<file path="src/rtl/i2s_pkg.sv">
// i2s_pkg: shared types for the I2S frame transmitter.
// Link formats, FSM states and the effective-mode helper.
package i2s_pkg;

    typedef enum logic [1:0] {
        I2S_PHILIPS,
        I2S_LJ,
        I2S_TDM
    } i2s_mode_e;

    typedef enum logic {
        S_IDLE,
        S_RUN
    } tx_state_e;

    // Two-channel formats only make sense with exactly two
    // channels; everything else falls back to a TDM frame sync.
    function automatic i2s_mode_e eff_mode(
        input logic [1:0] m,
        input int         nch
    );
        if (nch != 2) begin
            return I2S_TDM;
        end
        if (m == 2'd0) begin
            return I2S_PHILIPS;
        end
        if (m == 2'd1) begin
            return I2S_LJ;
        end
        return I2S_TDM;
    endfunction

endpackage

</file>
<file path="src/rtl/sync_fifo.sv">
// sync_fifo: single-clock frame FIFO with registered ready.
// Ports: i_clk, i_rst (sync, high), i_push/i_data, i_pop/o_data,
// o_full, o_empty, o_level (frames held), o_ready (registered !full).
module sync_fifo
    import i2s_pkg::*;
#(
    parameter int WIDTH = 32,
    parameter int DEPTH = 4
) (
    input  logic                       i_clk,
    input  logic                       i_rst,
    input  logic                       i_push,
    input  logic [WIDTH-1:0]           i_data,
    input  logic                       i_pop,
    output logic [WIDTH-1:0]           o_data,
    output logic                       o_full,
    output logic                       o_empty,
    output logic [$clog2(DEPTH+1)-1:0] o_level,
    output logic                       o_ready
);

    localparam int AW = (DEPTH > 1) ? $clog2(DEPTH) : 1;
    localparam int LW = $clog2(DEPTH + 1);

    logic [WIDTH-1:0] r_mem [DEPTH];
    logic [AW-1:0]    r_wp;
    logic [AW-1:0]    r_rp;
    logic [LW-1:0]    r_cnt;
    logic             r_ready;

    logic             w_push;
    logic             w_pop;
    logic [LW-1:0]    w_cnt_nxt;

    assign o_full  = (r_cnt == LW'(DEPTH));
    assign o_empty = (r_cnt == '0);
    assign w_push  = i_push && !o_full;
    assign w_pop   = i_pop && !o_empty;

    assign o_data  = r_mem[r_rp];
    assign o_level = r_cnt;
    assign o_ready = r_ready;

    always_comb begin
        w_cnt_nxt = r_cnt;
        if (w_push && !w_pop) begin
            w_cnt_nxt = r_cnt + 1'b1;
        end else if (w_pop && !w_push) begin
            w_cnt_nxt = r_cnt - 1'b1;
        end
    end

    always_ff @(posedge i_clk) begin
        if (w_push) begin
            r_mem[r_wp] <= i_data;
        end
    end

    always_ff @(posedge i_clk) begin
        if (i_rst) begin
            r_wp    <= '0;
            r_rp    <= '0;
            r_cnt   <= '0;
            r_ready <= 1'b0;
        end else begin
            if (w_push) begin
                r_wp <= r_wp + 1'b1;
            end
            if (w_pop) begin
                r_rp <= r_rp + 1'b1;
            end
            r_cnt   <= w_cnt_nxt;
            // Ready looks one push ahead so it drops on the
            // edge that fills the last entry.
            r_ready <= (w_cnt_nxt != LW'(DEPTH));
        end
    end

endmodule

</file>
<file path="src/rtl/i2s_tx_frame.sv">
// i2s_tx_frame: multi-channel I2S / LJ / TDM master transmitter.
// Ports: clk, rst (sync, high), enable, mode, s_valid/s_ready/s_data
// stream in, fifo_level, busy, underrun, SCLK/WS/SD link out.
module i2s_tx_frame
    import i2s_pkg::*;
#(
    parameter int DWIDTH     = 16,
    parameter int SLOT_WIDTH = 32,
    parameter int NCH        = 2,
    parameter int FIFO_DEPTH = 4,
    parameter int CLK_DIV    = 2
) (
    input  logic                            clk,
    input  logic                            rst,
    input  logic                            enable,
    input  logic [1:0]                      mode,
    input  logic                            s_valid,
    output logic                            s_ready,
    input  logic [NCH*DWIDTH-1:0]           s_data,
    output logic [$clog2(FIFO_DEPTH+1)-1:0] fifo_level,
    output logic                            busy,
    output logic                            underrun,
    output logic                            SCLK,
    output logic                            WS,
    output logic                            SD
);

    localparam int unsigned FRAME_U = NCH * SLOT_WIDTH;
    localparam int unsigned SLOT_U  = SLOT_WIDTH;
    localparam int unsigned DW_U    = DWIDTH;
    localparam int FW  = NCH * DWIDTH;
    localparam int PW  = (FRAME_U > 1) ? $clog2(FRAME_U) : 1;
    localparam int SBW = (SLOT_WIDTH > 1) ? $clog2(SLOT_WIDTH) : 1;
    localparam int DVW = (CLK_DIV > 1) ? $clog2(CLK_DIV) : 1;
    localparam int LW  = $clog2(FIFO_DEPTH + 1);

    tx_state_e      r_state;
    i2s_mode_e      r_mode;
    logic [DVW-1:0] r_div;
    logic [PW-1:0]  r_pos;
    logic [SBW-1:0] r_bit;
    logic [FW-1:0]  r_shift;
    logic           r_sclk;
    logic           r_ws;
    logic           r_sd;
    logic           r_busy;
    logic           r_underrun;

    i2s_mode_e      w_mode_in;
    logic           w_half;
    logic           w_fall;
    logic           w_last;
    logic           w_bit_last;
    logic [PW-1:0]  w_pos_nxt;
    logic [SBW-1:0] w_bit_nxt;
    logic           w_start;
    logic           w_wrap;
    logic           w_pop;
    logic           w_push;
    logic [FW-1:0]  w_dout;
    logic [FW-1:0]  w_frame;
    logic           w_full;
    logic           w_empty;
    logic           w_ready;
    logic [LW-1:0]  w_level;

    // WS level for frame position q under mode m.
    function automatic logic f_ws(
        input i2s_mode_e     m,
        input logic [PW-1:0] q
    );
        int unsigned qi;
        qi = 32'(q);
        unique case (m)
            I2S_PHILIPS: f_ws = ((qi + 1) % FRAME_U) >= SLOT_U;
            I2S_LJ:      f_ws = (qi < SLOT_U);
            default:     f_ws = (qi == FRAME_U - 1);
        endcase
    endfunction

    assign w_mode_in  = eff_mode(mode, NCH);
    assign w_half     = (r_div == DVW'(CLK_DIV - 1));
    assign w_fall     = (r_state == S_RUN) && w_half && r_sclk;
    assign w_last     = (r_pos == PW'(FRAME_U - 1));
    assign w_bit_last = (r_bit == SBW'(SLOT_WIDTH - 1));
    assign w_pos_nxt  = w_last ? '0 : r_pos + 1'b1;
    assign w_bit_nxt  = w_bit_last ? '0 : r_bit + 1'b1;

    // A frame is popped when leaving IDLE and when the last
    // position ends with the link still enabled.
    assign w_start = (r_state == S_IDLE) && enable;
    assign w_wrap  = w_fall && w_last && enable;
    assign w_pop   = w_start || w_wrap;
    assign w_push  = s_valid && w_ready && !w_full;
    assign w_frame = w_empty ? '0 : w_dout;

    sync_fifo #(
        .WIDTH (FW),
        .DEPTH (FIFO_DEPTH)
    ) u_fifo (
        .i_clk   (clk),
        .i_rst   (rst),
        .i_push  (w_push),
        .i_data  (s_data),
        .i_pop   (w_pop),
        .o_data  (w_dout),
        .o_full  (w_full),
        .o_empty (w_empty),
        .o_level (w_level),
        .o_ready (w_ready)
    );

    always_ff @(posedge clk) begin
        if (rst) begin
            r_state    <= S_IDLE;
            r_mode     <= I2S_PHILIPS;
            r_div      <= '0;
            r_pos      <= '0;
            r_bit      <= '0;
            r_shift    <= '0;
            r_sclk     <= 1'b0;
            r_ws       <= 1'b0;
            r_sd       <= 1'b0;
            r_busy     <= 1'b0;
            r_underrun <= 1'b0;
        end else begin
            r_underrun <= w_pop && w_empty;
            unique case (r_state)
                S_IDLE: begin
                    r_mode <= w_mode_in;
                    r_div  <= '0;
                    r_pos  <= '0;
                    r_bit  <= '0;
                    r_sclk <= 1'b0;
                    r_ws   <= 1'b0;
                    r_sd   <= 1'b0;
                    r_busy <= 1'b0;
                    if (enable) begin
                        r_state <= S_RUN;
                        r_busy  <= 1'b1;
                        r_ws    <= f_ws(w_mode_in, '0);
                        r_sd    <= w_frame[FW-1];
                        r_shift <= w_frame << 1;
                    end
                end
                S_RUN: begin
                    if (w_half) begin
                        r_div  <= '0;
                        r_sclk <= !r_sclk;
                    end else begin
                        r_div <= r_div + 1'b1;
                    end
                    if (w_fall) begin
                        r_pos <= w_pos_nxt;
                        r_bit <= w_bit_nxt;
                        if (w_last && !enable) begin
                            r_state <= S_IDLE;
                            r_busy  <= 1'b0;
                            r_ws    <= 1'b0;
                            r_sd    <= 1'b0;
                        end else if (w_last) begin
                            r_ws    <= f_ws(r_mode, '0);
                            r_sd    <= w_frame[FW-1];
                            r_shift <= w_frame << 1;
                        end else begin
                            r_ws <= f_ws(r_mode, w_pos_nxt);
                            // Past the sample bits of a slot the
                            // line carries zero padding.
                            if (32'(w_bit_nxt) < DW_U) begin
                                r_sd    <= r_shift[FW-1];
                                r_shift <= r_shift << 1;
                            end else begin
                                r_sd <= 1'b0;
                            end
                        end
                    end
                end
                default: begin
                    r_state <= S_IDLE;
                end
            endcase
        end
    end

    assign s_ready    = w_ready;
    assign fifo_level = w_level;
    assign busy       = r_busy;
    assign underrun   = r_underrun;
    assign SCLK       = r_sclk;
    assign WS         = r_ws;
    assign SD         = r_sd;

endmodule

</file>
<file path="config.mk">
export PLATFORM = sky130hd
export DESIGN_NAME = i2s_tx_frame
export DESIGN_NICKNAME = d
export VERILOG_FILES = /design/src/rtl/i2s_pkg.sv /design/src/rtl/sync_fifo.sv /design/src/rtl/i2s_tx_frame.sv
export SDC_FILE = /design/constraint.sdc
export NUM_CORES = 1
export LEC_CHECK = 0
export CAP_MARGIN = 5
export CORE_ASPECT_RATIO = 1.5
export CORE_MARGIN = 5
export CORE_UTILIZATION = 40
export CTS_CLUSTER_SIZE = 25
export DETAILED_ROUTE_END_ITERATION = 6
export PLACE_DENSITY_LB_ADDON = 0.25
export SKIP_CTS_REPAIR_TIMING = 1
export SKIP_LAST_GASP = 1
export SLEW_MARGIN = 20
export SYNTH_ARGS = -nofsm -noshare
export SYNTH_HDL_FRONTEND = slang
export SYNTH_SLANG_ARGS = --single-unit
</file>
<file path="constraint.sdc">
create_clock -name clk -period 5.1 [get_ports clk]
set_clock_uncertainty 0.15 [all_clocks]
set_input_delay 0.765 -clock clk [delete_from_list [all_inputs] [get_ports clk]]
set_output_delay 0.765 -clock clk [all_outputs]
set_load 0.02 [all_outputs]
</file>
-- Word-level counts from Yosys, hierarchy flattened
Memory sizes are Yosys's and may differ from the RTL's. A register that Yosys moved wholly into a read port is not among the register bits.
Cells that the tools add are included.
- register bits: 60
- memory bits (writable): 128
- input port bits: 38
- output and inout port bits: 9
- logic and storage cells: 118
- memories: 1
- $add $sub $neg: 8
- order comparisons: 3
- equality and inequality tests: 14
- multiplexer cells: 51
- bitwise logic cells: 1
- reductions and logical operators: 25
- memory list (name ; depth ; bits a word ; rd ports ; clocked after memory_dff ; write ports ; line ; text):
    u_fifo.r_mem ; 4 ; 32 ; 1 ; 1 ; 1 ; sync_fifo.sv:25 ; logic [WIDTH-1:0] r_mem [DEPTH];
- operators with widths (operator ; number):
    32-bit 2-to-1 mux ; 6
    32-bit case mux with 2 select lines ; 1
    1-bit 2-to-1 mux ; 23
    1-bit case mux with 2 select lines ; 7
    1-bit logical AND ; 13
    6-bit by 1-bit adder with 6-bit output, second input constant ; 2
    6-bit equality test, second input constant ; 2
    2-bit 2-to-1 mux ; 6
    6-bit 2-to-1 mux ; 2
    6-bit case mux with 2 select lines ; 1
    5-bit 2-to-1 mux ; 2
    5-bit case mux with 2 select lines ; 1
    2-bit by 1-bit equality test with 1-bit output, second input constant ; 3
    6-bit >= comparator, second input constant ; 1
    1-bit zero test ; 6
    6-bit less-than comparator, second input constant ; 1
    3-bit 2-to-1 mux ; 2
    2-bit by 1-bit inequality test with 1-bit output, second input constant ; 3
    5-bit by 1-bit adder with 5-bit output, second input constant ; 1
    5-bit equality test, second input constant ; 1
    5-bit less-than comparator, second input constant ; 1
    2-bit by 1-bit adder with 2-bit output, second input constant ; 2
    2-bit zero test ; 2
    2-bit inequality test, second input constant ; 2
    other kinds (11) ; 11

-- Logic depth before layout (Yosys ltp)
Gate-level depths: netlist (run 1).
- depth in word-level cells: 10
- gate-level depth with buffers: 8
- mapped depth without buffers: 7

-- Cells and area by module
A second synthesis (run 1) with hierarchy kept.
- cells, all modules: 542
- area, all modules: 8140.3 um2
- by module, submodules not included (module ; instances ; cells each ; area each (um2) ; seq. area each (um2)):
    sync_fifo ; 1 ; 236 ; 5222.5 ; 4043.9
    i2s_tx_frame ; 1 ; 306 ; 2917.8 ; 1021.0

-- Least setup slack after synthesis (run 1)
OpenSTA, ideal clock, no wires.
- path kind: input to register
- start: input port s_valid
- end: memory u_fifo.r_mem[0][0] (enable)
- library setup time: 0.392 ns
- arrival time: 1.857 ns
- data required time: 4.558 ns
- path slack: 2.701 ns
- stages: 2
- path buffers: 0
- path through: and2_1 > and3_1
- longest elaborated chain between the ends: 5
- RTL lines (what ; line ; text):
    start: declaration ; i2s_tx_frame.sv:17 ; input logic s_valid,
    1-bit logical AND (2 in a row) ; i2s_tx_frame.sv:94 ; assign w_push = s_valid && w_ready && !w_full;
    1-bit logical AND ; sync_fifo.sv:37 ; assign w_push = i_push && !o_full;
    1-bit 2-to-1 mux ; sync_fifo.sv:54 ; if (w_push) begin
    1-bit 2-to-1 mux (not written as such) ; sync_fifo.sv:55 ; r_mem[r_wp] <= i_data;
    end: declaration ; sync_fifo.sv:25 ;
Every way passes these cells.

-- Final worst setup path (run 1)
- start: register r_pos[0]
- end: register r_shift[16]
- longest elaborated chain between the ends: 5
- elaborated cells between the ends (all ways): 9
- classes of those cells: eq/ne: 3; mux: 4; reduce/logical: 2
- RTL lines (what ; line ; text):
    start: declaration ; i2s_tx_frame.sv:40 ; logic [PW-1:0] r_pos;
    start signal: assignment ; i2s_tx_frame.sv:154 ; r_pos <= w_pos_nxt;
    6-bit equality test (*) ; i2s_tx_frame.sv:84 ; assign w_last = (r_pos == PW'(FRAME_U - 1));
    32-bit 2-to-1 mux ; i2s_tx_frame.sv:161 ; end else if (w_last) begin
    32-bit 2-to-1 mux ; i2s_tx_frame.sv:156 ; if (w_last && !enable) begin
    32-bit 2-to-1 mux ; i2s_tx_frame.sv:153 ; if (w_fall) begin
    32-bit case mux with 2 select lines ; i2s_tx_frame.sv:128 ; unique case (r_state)
    end signal: assignment ; i2s_tx_frame.sv:143 ; r_shift <= w_frame << 1;
    end signal: assignment ; i2s_tx_frame.sv:164 ; r_shift <= w_frame << 1;
    end signal: assignment ; i2s_tx_frame.sv:171 ; r_shift <= r_shift << 1;
    end: declaration ; i2s_tx_frame.sv:42 ; logic [FW-1:0] r_shift;
Mark *: on every way between the ends. The rest lies on a longest branch, timed or not. The select of a mux whose other input is x is not followed.
A chain may end at the register's enable or synchronous reset.

==> results of run 1 <==
## metal layers
| metal | vias to the layer above | share of wire | routed length (µm) |
|---|---|---|---|
| met1 | 2207 | 0.42 | 6080 |
| met4 | 0 | 0.0085 | 123 |
| met5 | - | 0 | 0 |
| met3 | 7 | 0.027 | 387 |
| met2 | 79 | 0.54 | 7867 |
| li1 | 2094 | - | - |
## power by group through the flow
stage | sequential [mW] | clock [mW] | combinational, mW
3_5_place_dp | 1.77 | 0 | 0.351
4_1_cts | 1.74 | 1.27 | 0.352
5_1_grt | 1.74 | 1.33 | 0.378
6_report | 1.74 | 1.24 | 0.345
2_1_floorplan | 1.76 | 0 | 0.238
3_3_place_gp | 1.77 | 0 | 0.341
## through the flow
| stage | cells | setup WS [ns] | hold WS (ns) |
|---|---|---|---|
| after global routing | 818 | 1.899 | 0.3528 |
| after CTS | 818 | 2.104 | 0.3178 |
| final | 818 | 2.112 | 0.3162 |
| after detailed placement | 786 | 1.858 | 0.3087 |
| after floorplan | 511 | 2.701 | 0.2906 |
| after global placement | 786 | 1.899 | 0.3003 |
## state kept, by name, indices dropped and copies added, names as in the netlist, named ones only
register	flops
r_mode	2
r_state	1
SD	1
SCLK	1
busy	1
r_bit	5
r_shift	31
underrun	1
u_fifo.o_ready	1
u_fifo.r_wp	2
u_fifo.o_level	3
u_fifo.r_mem	128
WS	1
r_pos	6
u_fifo.r_rp	2
r_div	1
## kinds of logic after synthesis
kind of cell | share of synthesized area
DFF | 0.6649
muxes | 0.09724
and+or+nand+nor | 0.07063
adders and majority gates | 0.01807
AOI/OAI and AO/OA | 0.1161
xor gates and xnor gates | 0.009197
buffers and inverters | 0.02382
## Yosys cell counts (all sizes together) (2+ instances only)
| cell | number |
|---|---|
| nor4 | 2 |
| mux4 | 32 |
| and2 | 4 |
| xnor2 | 4 |
| o21a | 3 |
| nor3 | 5 |
| a21boi | 2 |
| nor4b | 2 |
| xor2 | 4 |
| inv | 11 |
| edfxtp | 128 |
| o211ai | 2 |
| mux2i | 2 |
| a22oi | 30 |
| nand3 | 9 |
| nand2b | 2 |
| o311ai | 2 |
| a2111oi | 2 |
| a211o | 2 |
| o21ai | 9 |
| a21oi | 19 |
| nor2 | 55 |
| a31oi | 4 |
| a211oi | 31 |
| nand2 | 13 |
| buf | 16 |
| dfxtp | 61 |
| nand4 | 4 |
| o32ai | 2 |
| ha | 11 |
| a41oi | 2 |
| and3 | 8 |
| or3 | 2 |
| clkbuf | 16 |
## worst min-delay path by stage
stage | to | cells after the start | from
2_1_floorplan | r_bit[4] | 2 | r_bit[4]
3_3_place_gp | r_bit[4] | 2 | r_bit[4]
3_5_place_dp | r_bit[4] | 2 | r_bit[4]
4_1_cts | r_bit[4] | 2 | r_bit[4]
5_1_grt | r_bit[4] | 2 | r_bit[4]
6_report | r_bit[4] | 2 | r_bit[4]
## area by class of cell
class	instances	area [µm²]
multi-input cells	279	2380
repair buffers	55	523.0
well taps	252	315.3
fillers	1664	9739
flip-flops and latches	189	5066
inverters	11	41.29
clock inverters	12	111.4
clock buffers	20	446.7
## worst max-delay path, delay by kind of cell (launching register included)
kind	cells	cell delay, ns
flip-flops	1	0.48
AND/OR/NAND/NOR	1	0.83
AO/OA/AOI/OAI	3	0.45
adder cells (fa/ha/maj)	1	0.38
buffers and inverters	2	0.58
==> flow_summary.rst, run 1 <==
.. list-table::
   :header-rows: 1

   * - Metric
     - Value
   * - Power per cell area
     - 373.5 mW/mm²
   * - Worst vdd ir
     - 0.2043 mV
   * - Final sum of negative setup slack
     - 0 ns
   * - Capture instance of the worst register-to-register path
     - r_shift[16]
   * - Antenna violations before repair
     - 0
   * - Slowest CP cell
     - sky130_fd_sc_hd__nor2_2
   * - Routability-driven placement congestion ratio
     - around 0.85
   * - Most area-hungry cell type in the Yosys netlist
     - sky130_fd_sc_hd__edfxtp_1
   * - Launch point of the worst reg-to-reg path
     - r_pos[0]
   * - Post-synth net total
     - 560
   * - Failing checks
     - design-rule violations
   * - Die X
     - about 120 µm
   * - Synthesized instance count
     - 511
   * - Post-synthesis area per instance
     - 14.91 µm²
   * - Met3 usage
     - 0.02904
   * - Post-synthesis instance area
     - about 0.0076 mm²
   * - Data arrival time of the critical path
     - 3.17 ns
   * - Worst setup path endpoint
     - r_shift[16]
   * - Count of buffers inserted at the top-level ports
     - 46
   * - Number of different library cells in the post-synthesis netlist
     - 52
   * - Count of max-cap constraint violations
     - 0
   * - Pin count of the biggest net entering global routing
     - 63
   * - Placed Instance Area
     - 0.008325 mm²
   * - Yosys reg bits
     - ~190
   * - Launching instance or port of the critical path
     - r_pos[0]
   * - Buffer levels on the longest clock path
     - 2
   * - Fmax
     - 334.7 MHz
   * - Vias in the first global route
     - 4521
   * - Internal power
     - ~2.5 mW
   * - CTS HTree Levels
     - 4
   * - Number of setup violations in the final report
     - 0
   * - Mean number of vias per cell
     - 5.363
   * - Relative contribution of sequential cells to total power
     - 0.523
   * - Root buffer cell
     - sky130_fd_sc_hd__clkbuf_16
   * - TritonCTS buffer count
     - 17
   * - Switching power of the nets
     - slightly below 800 µW
   * - Power, Total
     - 3.318 mW
   * - Critical Path Most Common Cell
     - sky130_fd_sc_hd__buf_4
   * - CTS tree
     - done
   * - Combinational cell fraction of total power
     - 0.104
   * - # rows
     - 61
   * - GR Overflow Total
     - 0
   * - Class of the tightest hold or removal check
     - register to register
   * - Tcrit/Tclk final
     - 0.5859
   * - Reg-to-reg setup timing slack
     - 2.11 ns
   * - Register-to-Register Path Depth
     - 7
   * - Type of destination of the critical path
     - register
   * - Global route hottest layer
     - met2
   * - Starting Density
     - 0.4090
   * - Fraction of final layout cells sized beyond drive strength 1
     - 0.1590
   * - Critical path data required time
     - 5.28 ns
   * - Area of the core region
     - 0.01862 mm²
   * - # diodes
     - 0
   * - Static leakage power
     - roughly 2.8 nW
   * - Chain of cells forming the critical path
     - ha_1 -> a31oi_2 -> buf_4 -> nor2_2 -> buf_4 -> a22oi_1 -> a211oi_2
   * - Final critical-path required period
     - approximately 3.0 ns
   * - Kind of start point of the critical path
     - register
   * - First-pass GRT wire length
     - 23670 µm
   * - Clock share of power
     - 0.373
   * - Detailed Place HPWL
     - ~9400 µm
   * - Final number of max-transition violations
     - 0
   * - Commonest non-fill, non-tap cells in the layout
     - sky130_fd_sc_hd__edfxtp_1, sky130_fd_sc_hd__dfxtp_1, sky130_fd_sc_hd__nor2_1
   * - Cells taking the most area after synthesis
     - sky130_fd_sc_hd__edfxtp_1, sky130_fd_sc_hd__dfxtp_1, sky130_fd_sc_hd__mux4_2, sky130_fd_sc_hd__a22oi_1, sky130_fd_sc_hd__nor2_1
   * - Met2 demand-to-capacity share in global routing
     - 0.2498
   * - Category of the critical setup timing path
     - register to register
   * - Unrepaired setup endpoints after global routing
     - false
   * - Die H
     - 179.0 µm
   * - Clock sinks
     - 189
   * - Max-Slew Margin vs Limit
     - 0.3010
   * - Crit path max fanout
     - 32
   * - Clock insertion delay at the later pin of the skew report
     - 0.42 ns
   * - Predominant post-synthesis flop cell
     - sky130_fd_sc_hd__edfxtp_1
   * - Number of antenna-violating nets in the routed design
     - 0
   * - Remaining design rule violation count
     - 1
   * - First-pass iteration count of the detailed router
     - 7
   * - Count of flip-flops with a built-in enable after synthesis
     - 128
   * - Share of Yosys cell area claimed by the top area cell type
     - 0.5046
   * - Most frequent standard cell in the layout excluding fill and tap cells
     - sky130_fd_sc_hd__edfxtp_1
   * - Hold violation count in the final report
     - 0
   * - Slew at the pin closest to its max-slew limit
     - between 1 and 1.5 ns
   * - GRT Overall Usage
     - 0.1401
   * - Final core area utilization
     - 0.4770
   * - Area delta synth->final
     - 16.62%
   * - Yosys warns
     - 0
   * - Final Cell Area
     - a little under 0.009 mm²
   * - Area of the die
     - 0.02196 mm²
   * - Clock-pin transition on the worst setup and hold timing paths
     - 0.07 ns
   * - Run status
     - finished with violations
   * - Final wirelength
     - 14460 µm
   * - Switching share of power
     - 0.2320
   * - Peak per-stage delay on the critical path
     - 0.83 ns
   * - DR iter-0 viols
     - 258
   * - Detail-routed net length per standard cell
     - ~18 µm
   * - Total number of vias
     - 4387
   * - Grt met1 use
     - 0.1670
   * - Post-synthesis async set-or-reset flop share
     - 0
   * - Io pins
     - 47
   * - Count of nets after finishing
     - 602
   * - Sequential element share of the synthesized area
     - 0.6649
(Power assumes the default switching activity.)
==> run 2: changes to the inputs <==
==> constraint.sdc (replaced) <==
create_clock -name clk -period 2.7 [get_ports clk]
set_clock_uncertainty 0.15 [all_clocks]
set_input_delay 0.405 -clock clk [delete_from_list [all_inputs] [get_ports clk]]
set_output_delay 0.405 -clock clk [all_outputs]
set_load 0.02 [all_outputs]
==> flow_summary.rst, run 2 (synthesized netlist as in run 1, its figures left out) <==
.. list-table::
   :header-rows: 1

   * - Metric
     - Value
   * - Slew at the pin closest to its max-slew limit
     - 0.5721 ns (-0.4764 ns)
   * - Pin count of the biggest net entering global routing
     - 63 (unchanged)
   * - CTS HTree Levels
     - 4 (unchanged)
   * - # rows
     - 61 (unchanged)
   * - Clock sinks
     - 189 (unchanged)
   * - Final critical-path required period
     - 2.457 ns (-0.5307 ns)
   * - Launching instance or port of the critical path
     - r_pos[0]
   * - Internal power
     - 4.804 mW (+89%)
   * - Switching power of the nets
     - 1.491 mW (+94%)
   * - Vias in the first global route
     - 4686 (+3.6%)
   * - First-pass GRT wire length
     - 24140 µm (+2.0%)
   * - Max FFs per register
     - 128 (unchanged)
   * - Clock-pin transition on the worst setup and hold timing paths
     - 0.07 ns (about the same)
   * - Antenna violations before repair
     - 0 (unchanged)
   * - Launch point of the worst reg-to-reg path
     - r_pos[0]
   * - Category of the critical setup timing path
     - register to register
   * - Hold slack final
     - 0.03643 ns (-0.2797 ns)
   * - Count of max-cap constraint violations
     - 0 (unchanged)
   * - Routability-driven placement congestion ratio
     - 0.8475 (-0.69%)
   * - Hold violation count in the final report
     - 0 (unchanged)
   * - Area of the die
     - 0.02196 mm² (unchanged)
   * - Fmax
     - 406.9 MHz (+22%)
   * - Crit path max fanout
     - 62 (+94%)
   * - Register containing the most flip-flops in the final layout
     - u_fifo.r_mem
   * - TritonCTS buffer count
     - 17 (unchanged)
   * - Number of stages on the worst hold path
     - 2 (unchanged)
   * - Die X
     - 122.7 µm (unchanged)
   * - Buffer levels on the longest clock path
     - 2 (unchanged)
   * - # diodes
     - 0 (unchanged)
   * - Count of buffers inserted at the top-level ports
     - 46 (unchanged)
   * - Area of the core region
     - 0.01862 mm² (unchanged)
   * - Reg-to-reg setup timing slack
     - 0.24 ns (-1.87 ns)
   * - Global route hottest layer
     - met2
   * - Register-to-Register Path Depth
     - 7 (unchanged)
   * - Worst vdd ir
     - 0.4272 mV (+110%)
   * - Relative contribution of sequential cells to total power
     - 0.519 (-0.004)
   * - Class of the tightest hold or removal check
     - primary input to register
   * - Number of setup violations in the final report
     - 0 (unchanged)
   * - Data arrival time of the critical path
     - 2.64 ns (-0.53 ns)
   * - Count of nets after finishing
     - 610 (+1.3%)
   * - GR Overflow Total
     - 0 (unchanged)
   * - Io pins
     - 47 (unchanged)
   * - Final wirelength
     - 15040 µm (+4.0%)
   * - Max-Slew Margin vs Limit
     - 0.6137 (+0.3128)
   * - Clock insertion delay at the later pin of the skew report
     - 0.42 ns (about the same)
   * - Power, Total
     - 6.295 mW (+90%)
   * - Fillers
     - 1639 (-1.5%)
   * - HP Start
     - rst
   * - Sink of the worst hold path
     - SD
   * - First-pass iteration count of the detailed router
     - 4 (-3)
   * - Detail-routed net length per standard cell
     - 18.20 µm (+3.0%)
   * - Most frequent standard cell in the layout excluding fill and tap cells
     - sky130_fd_sc_hd__edfxtp_1
   * - Unrepaired setup endpoints after global routing
     - true
   * - Fraction of final layout cells sized beyond drive strength 1
     - 0.1725 (+0.01346)
   * - DR iter-0 viols
     - 357 (+38%)
   * - Number of antenna-violating nets in the routed design
     - 0 (unchanged)
   * - Critical path data required time
     - 2.88 ns (-2.40 ns)
   * - Type of destination of the critical path
     - register
   * - Commonest non-fill, non-tap cells in the layout
     - sky130_fd_sc_hd__edfxtp_1, sky130_fd_sc_hd__dfxtp_1, sky130_fd_sc_hd__nor2_1
   * - Power per cell area
     - 699.3 mW/mm² (+87%)
   * - Clock share of power
     - 0.370 (-0.003)
   * - Total number of vias
     - 4447 (+1.4%)
   * - Root buffer cell
     - sky130_fd_sc_hd__clkbuf_16
   * - Capture instance of the worst register-to-register path
     - r_shift[22]
   * - Static leakage power
     - 2.847 nW (+1.8%)
   * - Starting Density
     - 0.4090 (unchanged)
   * - Final number of max-transition violations
     - 0 (unchanged)
   * - GRT Overall Usage
     - 0.1446 (+0.004479)
   * - Area delta synth->final
     - 18.17%
   * - Switching share of power
     - 0.2369 (+0.004856)
   * - Met2 demand-to-capacity share in global routing
     - 0.2653 (+0.01551)
   * - Die H
     - 179.0 µm (unchanged)
   * - Registers with the most flip-flops
     - u_fifo.r_mem (128), r_shift (31), r_pos (6)
   * - Detailed Place HPWL
     - 9736 µm (+3.8%)
   * - Remaining design rule violation count
     - 0 (-1)
   * - Met3 usage
     - 0.03062 (+0.001578)
   * - Tcrit/Tclk final
     - 0.9102 (+0.3243)
   * - Kind of start point of the critical path
     - register
   * - Mean number of vias per cell
     - 5.384 (+0.39%)
   * - Grt met1 use
     - 0.1616 (-0.005382)
   * - Combinational cell fraction of total power
     - 0.111 (+0.007)
   * - CTS tree
     - done
   * - Run status
     - finished, final reports clean
run 2: area by class of cell:
| class | count | area [µm²] | share of cell area |
|---|---|---|---|
| clock buffer | 19 | 432.9 | 0.04810 |
| clock inverter | 13 | 113.9 | 0.01265 |
| inverter | 11 | 41.29 | 0.004587 |
| multi-input combinational | 279 | 2386 | 0.2651 |
| sequential | 189 | 5066 | 0.5628 |
| tap | 252 | 315.3 | 0.03503 |
| timing repair buffer | 63 | 645.6 | 0.07173 |
run 2: per-stage QoR:
step | cell area [µm²] | setup WS, ns | TNS, ns | util | cells
floorplan | 7617 | 0.3309 | 0 | - | 511
global placement | 8448 | 0.2764 | 0 | 0.4536 | 794
detailed placement | 8448 | 0.1843 | 0 | 0.4536 | 794
CTS | 8995 | 0.2534 | 0 | 0.4830 | 826
global route | 9001 | -0.0009854 | -0.0009854 | 0.4833 | 826
finish | 9001 | 0.2425 | 0 | 0.4833 | 826
run 2: metal layers:
| metal | vias up | share of wire |
|---|---|---|
| li1 | 2110 | - |
| met2 | 74 | 0.56 |
| met3 | 13 | 0.029 |
| met5 | - | 0 |
| met1 | 2250 | 0.40 |
| met4 | 0 | 0.011 |
run 2: power by group through the flow:
stage | registers, mW | logic, mW | clock network [mW]
after global placement | 3.32 | 0.691 | 0
after CTS | 3.27 | 0.713 | 2.38
after detailed placement | 3.33 | 0.710 | 0
final | 3.27 | 0.698 | 2.33
after floorplan | 3.33 | 0.449 | 0
after global routing | 3.28 | 0.766 | 2.49
run 2: worst max path at each step:
stage                                     to  slack [ns]  depth (start not counted)
final                            r_shift[22]        0.24                          7
after global routing             r_shift[30]      -0.001                          7
after CTS                     u_fifo.o_ready        0.25                          6
after detailed placement      u_fifo.o_ready        0.18                          6
after global placement        u_fifo.o_ready        0.28                          6
after floorplan           u_fifo.r_mem[0][0]        0.33                          4
run 2: critical path, stage by stage, from the launching register on:
cell and delay [ns]:
sky130_fd_sc_hd__dfxtp_1 0.49, sky130_fd_sc_hd__ha_1 0.38, sky130_fd_sc_hd__nand3_1 0.22, sky130_fd_sc_hd__o21a_1 0.31, sky130_fd_sc_hd__o32ai_4 0.17, sky130_fd_sc_hd__buf_12 0.29, sky130_fd_sc_hd__nor2_1 0.07, sky130_fd_sc_hd__a211oi_1 0.22
